[src/rtl/ru_writeback_arbiter.sv]
// rtl/ru_writeback_arbiter.sv - register-file write-port arbiter (ALU vs MEM) with busy scoreboard
//
// Purpose: shares the single RegistersUnit write port between the ALU and MEM
// write-back sources. MEM normally has priority. An ALU request that loses
// STARVE_MAX consecutive times is forced to win on the following cycle.
// A per-register busy scoreboard tracks issued but uncommitted destinations
// so decode can stall on RAW hazards.
//
// Optional feature macro: RU_WB_FORWARD_EN
//   When defined, this cycle's granted rd/data bypass the scoreboard. The
//   fwd_rs1_sel, fwd_rs2_sel and fwd_data outputs are added, and a matching
//   hazard is suppressed.
//
// Ports:
//   clk, rst                    clock, asynchronous active-high reset
//   issue_valid, issue_rd       destination issued this cycle (sets busy)
//   alu_valid/rd/data, alu_ready   ALU write-back request handshake
//   mem_valid/rd/data, mem_ready   MEM write-back request handshake
//   rs1, rs2                    decode source indices
//   hazard_rs1, hazard_rs2      source has an uncommitted producer
//   ru_wr, ru_rd, ru_data       registered write port to RegistersUnit
//   fwd_rs1_sel, fwd_rs2_sel, fwd_data   bypass outputs (RU_WB_FORWARD_EN only)
module ru_writeback_arbiter #(
  parameter int XLEN       = 32,
  parameter int AW         = 5,
  parameter int STARVE_MAX = 3
) (
  input  logic            clk,
  input  logic            rst,
  input  logic            issue_valid,
  input  logic [AW-1:0]   issue_rd,
  input  logic            alu_valid,
  input  logic [AW-1:0]   alu_rd,
  input  logic [XLEN-1:0] alu_data,
  output logic            alu_ready,
  input  logic            mem_valid,
  input  logic [AW-1:0]   mem_rd,
  input  logic [XLEN-1:0] mem_data,
  output logic            mem_ready,
  input  logic [AW-1:0]   rs1,
  input  logic [AW-1:0]   rs2,
  output logic            hazard_rs1,
  output logic            hazard_rs2,
`ifdef RU_WB_FORWARD_EN
  output logic            fwd_rs1_sel,
  output logic            fwd_rs2_sel,
  output logic [XLEN-1:0] fwd_data,
`endif
  output logic            ru_wr,
  output logic [AW-1:0]   ru_rd,
  output logic [XLEN-1:0] ru_data
);

  localparam int NREG = 1 << AW;
  localparam logic [3:0] STARVE_LIM = 4'(STARVE_MAX);

  typedef enum logic {PRIO_MEM, PRIO_ALU} state_t;

  state_t            state, state_nxt;
  logic [3:0]        starve_cnt, starve_nxt;
  logic [NREG-1:0]   busy, busy_nxt;
  logic              gnt_alu, gnt_mem;
  logic [AW-1:0]     gnt_rd;
  logic [XLEN-1:0]   gnt_data;
  logic              wr_en;

  // Arbitration and starvation tracking.
  always_comb begin
    state_nxt  = state;
    starve_nxt = starve_cnt;
    gnt_alu    = 1'b0;
    gnt_mem    = 1'b0;
    case (state)
      PRIO_MEM: begin
        if (mem_valid)      gnt_mem = 1'b1;
        else if (alu_valid) gnt_alu = 1'b1;
        if (gnt_alu) begin
          starve_nxt = '0;
        end else if (alu_valid) begin
          starve_nxt = starve_cnt + 4'd1;
          if (starve_cnt + 4'd1 >= STARVE_LIM) state_nxt = PRIO_ALU;
        end
      end
      PRIO_ALU: begin
        // One forced ALU slot; if ALU vanished, MEM may use the port.
        starve_nxt = '0;
        state_nxt  = PRIO_MEM;
        if (alu_valid)      gnt_alu = 1'b1;
        else if (mem_valid) gnt_mem = 1'b1;
      end
      default: state_nxt = PRIO_MEM;
    endcase
  end

  assign alu_ready = gnt_alu;
  assign mem_ready = gnt_mem;
  assign gnt_rd    = gnt_alu ? alu_rd   : mem_rd;
  assign gnt_data  = gnt_alu ? alu_data : mem_data;
  // x0 writes are accepted but never reach the register file.
  assign wr_en     = (gnt_alu || gnt_mem) && (gnt_rd != '0);

  // Clear before set so a younger producer of the same rd keeps it busy.
  always_comb begin
    busy_nxt = busy;
    if (wr_en) busy_nxt[gnt_rd] = 1'b0;
    if (issue_valid && (issue_rd != '0)) busy_nxt[issue_rd] = 1'b1;
  end

`ifdef RU_WB_FORWARD_EN
  assign fwd_rs1_sel = wr_en && (gnt_rd == rs1);
  assign fwd_rs2_sel = wr_en && (gnt_rd == rs2);
  assign fwd_data    = gnt_data;
  assign hazard_rs1  = busy[rs1] && (rs1 != '0) && !fwd_rs1_sel;
  assign hazard_rs2  = busy[rs2] && (rs2 != '0) && !fwd_rs2_sel;
`else
  assign hazard_rs1  = busy[rs1] && (rs1 != '0);
  assign hazard_rs2  = busy[rs2] && (rs2 != '0);
`endif

  always_ff @(posedge clk or posedge rst) begin
    if (rst) begin
      state      <= PRIO_MEM;
      starve_cnt <= '0;
      busy       <= '0;
      ru_wr      <= 1'b0;
      ru_rd      <= '0;
      ru_data    <= '0;
    end else begin
      state      <= state_nxt;
      starve_cnt <= starve_nxt;
      busy       <= busy_nxt;
      ru_wr      <= wr_en;
      if (wr_en) begin
        ru_rd   <= gnt_rd;
        ru_data <= gnt_data;
      end
    end
  end

endmodule
[config.mk]
export PLATFORM = sky130hd
export DESIGN_NAME = ru_writeback_arbiter
export DESIGN_NICKNAME = d
export VERILOG_FILES = /design/src/rtl/ru_writeback_arbiter.sv
export SDC_FILE = /design/constraint.sdc
export NUM_CORES = 1
export LEC_CHECK = 0
export CORE_ASPECT_RATIO = 0.75
export CORE_UTILIZATION = 50
export DETAILED_ROUTE_END_ITERATION = 8
export GPL_ROUTABILITY_DRIVEN = 0
export PLACE_DENSITY_LB_ADDON = 0.12
export SLEW_MARGIN = 30
export SYNTH_ARGS = -nofsm -noshare
export SYNTH_HDL_FRONTEND = slang
export SYNTH_SLANG_ARGS = --single-unit
export TNS_END_PERCENT = 1
[constraint.sdc]
create_clock -name clk -period 5.6 [get_ports clk]
set_input_delay 1.12 -clock clk [delete_from_list [all_inputs] [get_ports clk]]
set_output_delay 1.12 -clock clk [all_outputs]
set_load 0.01 [all_outputs]
==> qor.csv <==
metric,value,unit
outcome,finished clean,
Combinational Power Share,28.1,%
die area,8430,µm²
antenna violations before repair,0,
post-synthesis cell count,391,
post-synthesis average cell area,10.3,µm²
Worst Path Buf+Inv,2,
"Clk Latency, worst-skew pair",330,ps
"Cell Area, Synth",4030,µm²
met2 wire length,5610,µm
Final Max Tran Viols,0,
Net Sw Frac,29.9,%
# fillers,561,
Flop pwr share,44.3,%
io pins,136,
# hold bufs at CTS,0,
fin crit share,82.3,%
crit path capture type,output pin,
final std cells w/o fill,622,
Int Power,1160,µW
setup violators final,0,
unrepaired setup endpoints after global routing,false,
crit path kind,primary input to output pin,
Die W,106,µm
Buffers on Ports,135,
crit path cell chain,clkdlybuf4s50_1 -> mux4_2 -> mux2_2 -> a22oi_1 -> a21oi_1 -> clkdlybuf4s50_1,
core area,7570,µm²
Startpoint Class,primary input,
Clock Tree Buf Depth,2,
final hold vios,0,
NetSw,493,µW
grt total ovfl,0,
CP top delay family,buffers and inverters,
Die Y,79.8,µm
pwr/cell area,293,nW/µm²
Mapped Nets,487,
# resized after CTS,0,
Via Count,3659,
initial core utilization,53.3,%
cell count after placement,606,
ANT cells,0,
Layout Skew,4.88,ps
post-route ant nets,0,
max frequency,0.217,GHz
DRC violations left,0,
post-synth cell types,43,
number of global-route vias before repair,3564,
Clock Root Buffer,clkbuf_8,
drt pass-1 iters,5,
top layer in use,met4,
cell mode on critical path,clkdlybuf4s50_1,
Vias per Instance,5.88,
Peak supply drop,0.148,mV
DRT iter0 DRCs,222,
register area share after synthesis,45.9,%
Synthesis Warnings,0,
# rows,27,
GRT Util Overall,27.8,%
WP data arrival,3490,ps
Met1 Routed Length,4710,µm
Pleak,0.00237,µW
largest net degree at the start of global routing,74,
final WL,11500,µm
clock sink total,74,
"FF+latch count, synth",74,
worst reg2reg setup slack,3040,ps
CTS tree,built,
worst-margin pin slew,892,ps
CP peak stage delay,740,ps
WL per Instance,18.5,µm
Final Critical Period,4610,ps
Area Growth Syn to Fin,39.8,%
first-pass GRT wire length,18100,µm
fin nets,612,
Post-Route Setup TNS,0,ps
Slew HR,40.3,%
share of layout cells above drive strength 1,8.83,%
"Max FO, Critical Path",9,
clock-pin slew on the worst setup and hold paths,80,ps
slowest CP cell,clkdlybuf4s50_1,
HP Class,flip-flop to flip-flop,
CTS H-Tree Depth,3,
post-CTS setup buffers,0,
CTS buffer count,9,
clock power share,27.6,%
WL met3,1090,µm
max_cap viols,0,
Crit path required time,4480,ps
Post-DP HPWL,8660,µm
-- per-stage QoR --
step	hold slack (ps)	total power, µW	util, %	setup WS [ps]	instance area (µm²)
3_3_place_gp	513	1180	71.5	1070	5410
4_1_cts	539	1660	74.4	1020	5630
2_1_floorplan	478	967	-	1980	4030
6_report	534	1650	74.4	993	5630
5_1_grt	561	1740	74.4	907	5630
3_5_place_dp	521	1200	71.5	1020	5410
-- cell usage after synthesis (all sizes together) --
cell	n	area, µm²
a2111oi	1	15.0
a211oi	5	37.5
a21boi	2	15.0
a21oi	46	230
a221oi	3	32.5
a22oi	2	15.0
a31oi	4	25.0
a32o	1	10.0
a32oi	1	8.76
and2	1	6.26
and3	1	11.3
buf	18	109
clkbuf	7	26.3
dfrtp	74	1850
ha	2	25.0
inv	10	37.5
mux2	7	78.8
mux2i	37	370
mux4	12	270
nand2	5	21.3
nand2b	2	12.5
nand3	3	15.0
nand3b	5	37.5
nor2	51	191
nor2b	8	50.1
nor3	3	15.0
nor3b	1	7.51
nor4b	1	8.76
o21ai	39	195
o21bai	1	7.51
o22ai	1	6.26
o31a	1	8.76
o31ai	28	210
o41a	1	11.3
or3	2	12.5
or3b	4	35.0
xor2	1	8.76
-- cell usage in the layout (no fill, tap or decap), drive strengths merged, types with 2 or more instances in the layout --
cell             n
ha               2
clkdlybuf4s50  135
nor3             3
buf              4
mux4            12
o31ai           28
nand2b           2
clkbuf          11
a21oi           46
a211oi           5
nand2            5
mux2             7
inv             10
clkinv           2
a31oi            4
nand3            3
or3              2
a221oi           3
a22oi            2
a21boi           2
nor2b            8
mux2i           37
o21ai           39
dfrtp           74
nor2            51
or3b             4
bufinv           2
nand3b           5
-- per-layer routing --
| metal | global-route usage [%] | vias to the layer above |
|---|---|---|
| met2 | 44.6 | 181 |
| li1 | - | 1713 |
| met4 | 7.36 | 0 |
| met3 | 8.57 | 9 |
| met5 | 0 | - |
| met1 | 36.7 | 1756 |
-- area by class of cell --
type / instances / area [µm²] / share of cell area (%)
Tap cell: 101 / 126 / 2.24
Multi-Input combinational cell: 282 / 2020 / 35.8
Timing Repair Buffer: 139 / 1380 / 24.5
Sequential cell: 74 / 1850 / 32.9
Clock buffer: 11 / 141 / 2.51
Clock inverter: 5 / 77.6 / 1.38
Inverter: 10 / 37.5 / 0.666
-- path summary, 6_finish.rpt --
| kind | depth (start not counted) | startpoint | endpoint |
|---|---|---|---|
| hold / removal | 2 | ru_data[26] | ru_data[26] |
| max in group asynchronous | 3 | rst | ru_wr |
| setup / recovery | 6 | rs2[0] | hazard_rs2 |
| setup reg to reg | 6 | state | busy[9] |
| hold reg to reg | 2 | ru_data[26] | ru_data[26] |
| min in group asynchronous | 2 | rst | ru_data[7] |
-- sequential cells by signal (all words and copies together), names as in the netlist --
register,flops
busy,31
ru_data,32
ru_rd,5
ru_wr,1
starve_cnt,4
state,1
-- worst register-to-register path, cell delays in order (launching register included) --
cell	delay [ps]
dfrtp_1	460
nand2b_1	360
nand2_2	160
buf_4	510
mux2_2	520
o31ai_1	290
o21ai_0	140
-- logic make-up after synthesis --
kind of cell,synth area share [%]
adder cells (fa/ha/maj),0.621
buffers and inverters,4.28
XOR/XNOR,0.217
AND/OR/NAND/NOR,10.5
AO/OA/AOI/OAI,20.6
flip-flops,45.9
multiplexers,17.9
-- power groups by stage --
stage | registers (µW) | logic [µW] | clock network (µW)
2_1_floorplan | 714 | 254 | 0
3_3_place_gp | 732 | 445 | 0
3_5_place_dp | 737 | 464 | 0
4_1_cts | 728 | 466 | 463
5_1_grt | 742 | 505 | 488
6_report | 732 | 465 | 455
Power figures use the tool's default switching activity.
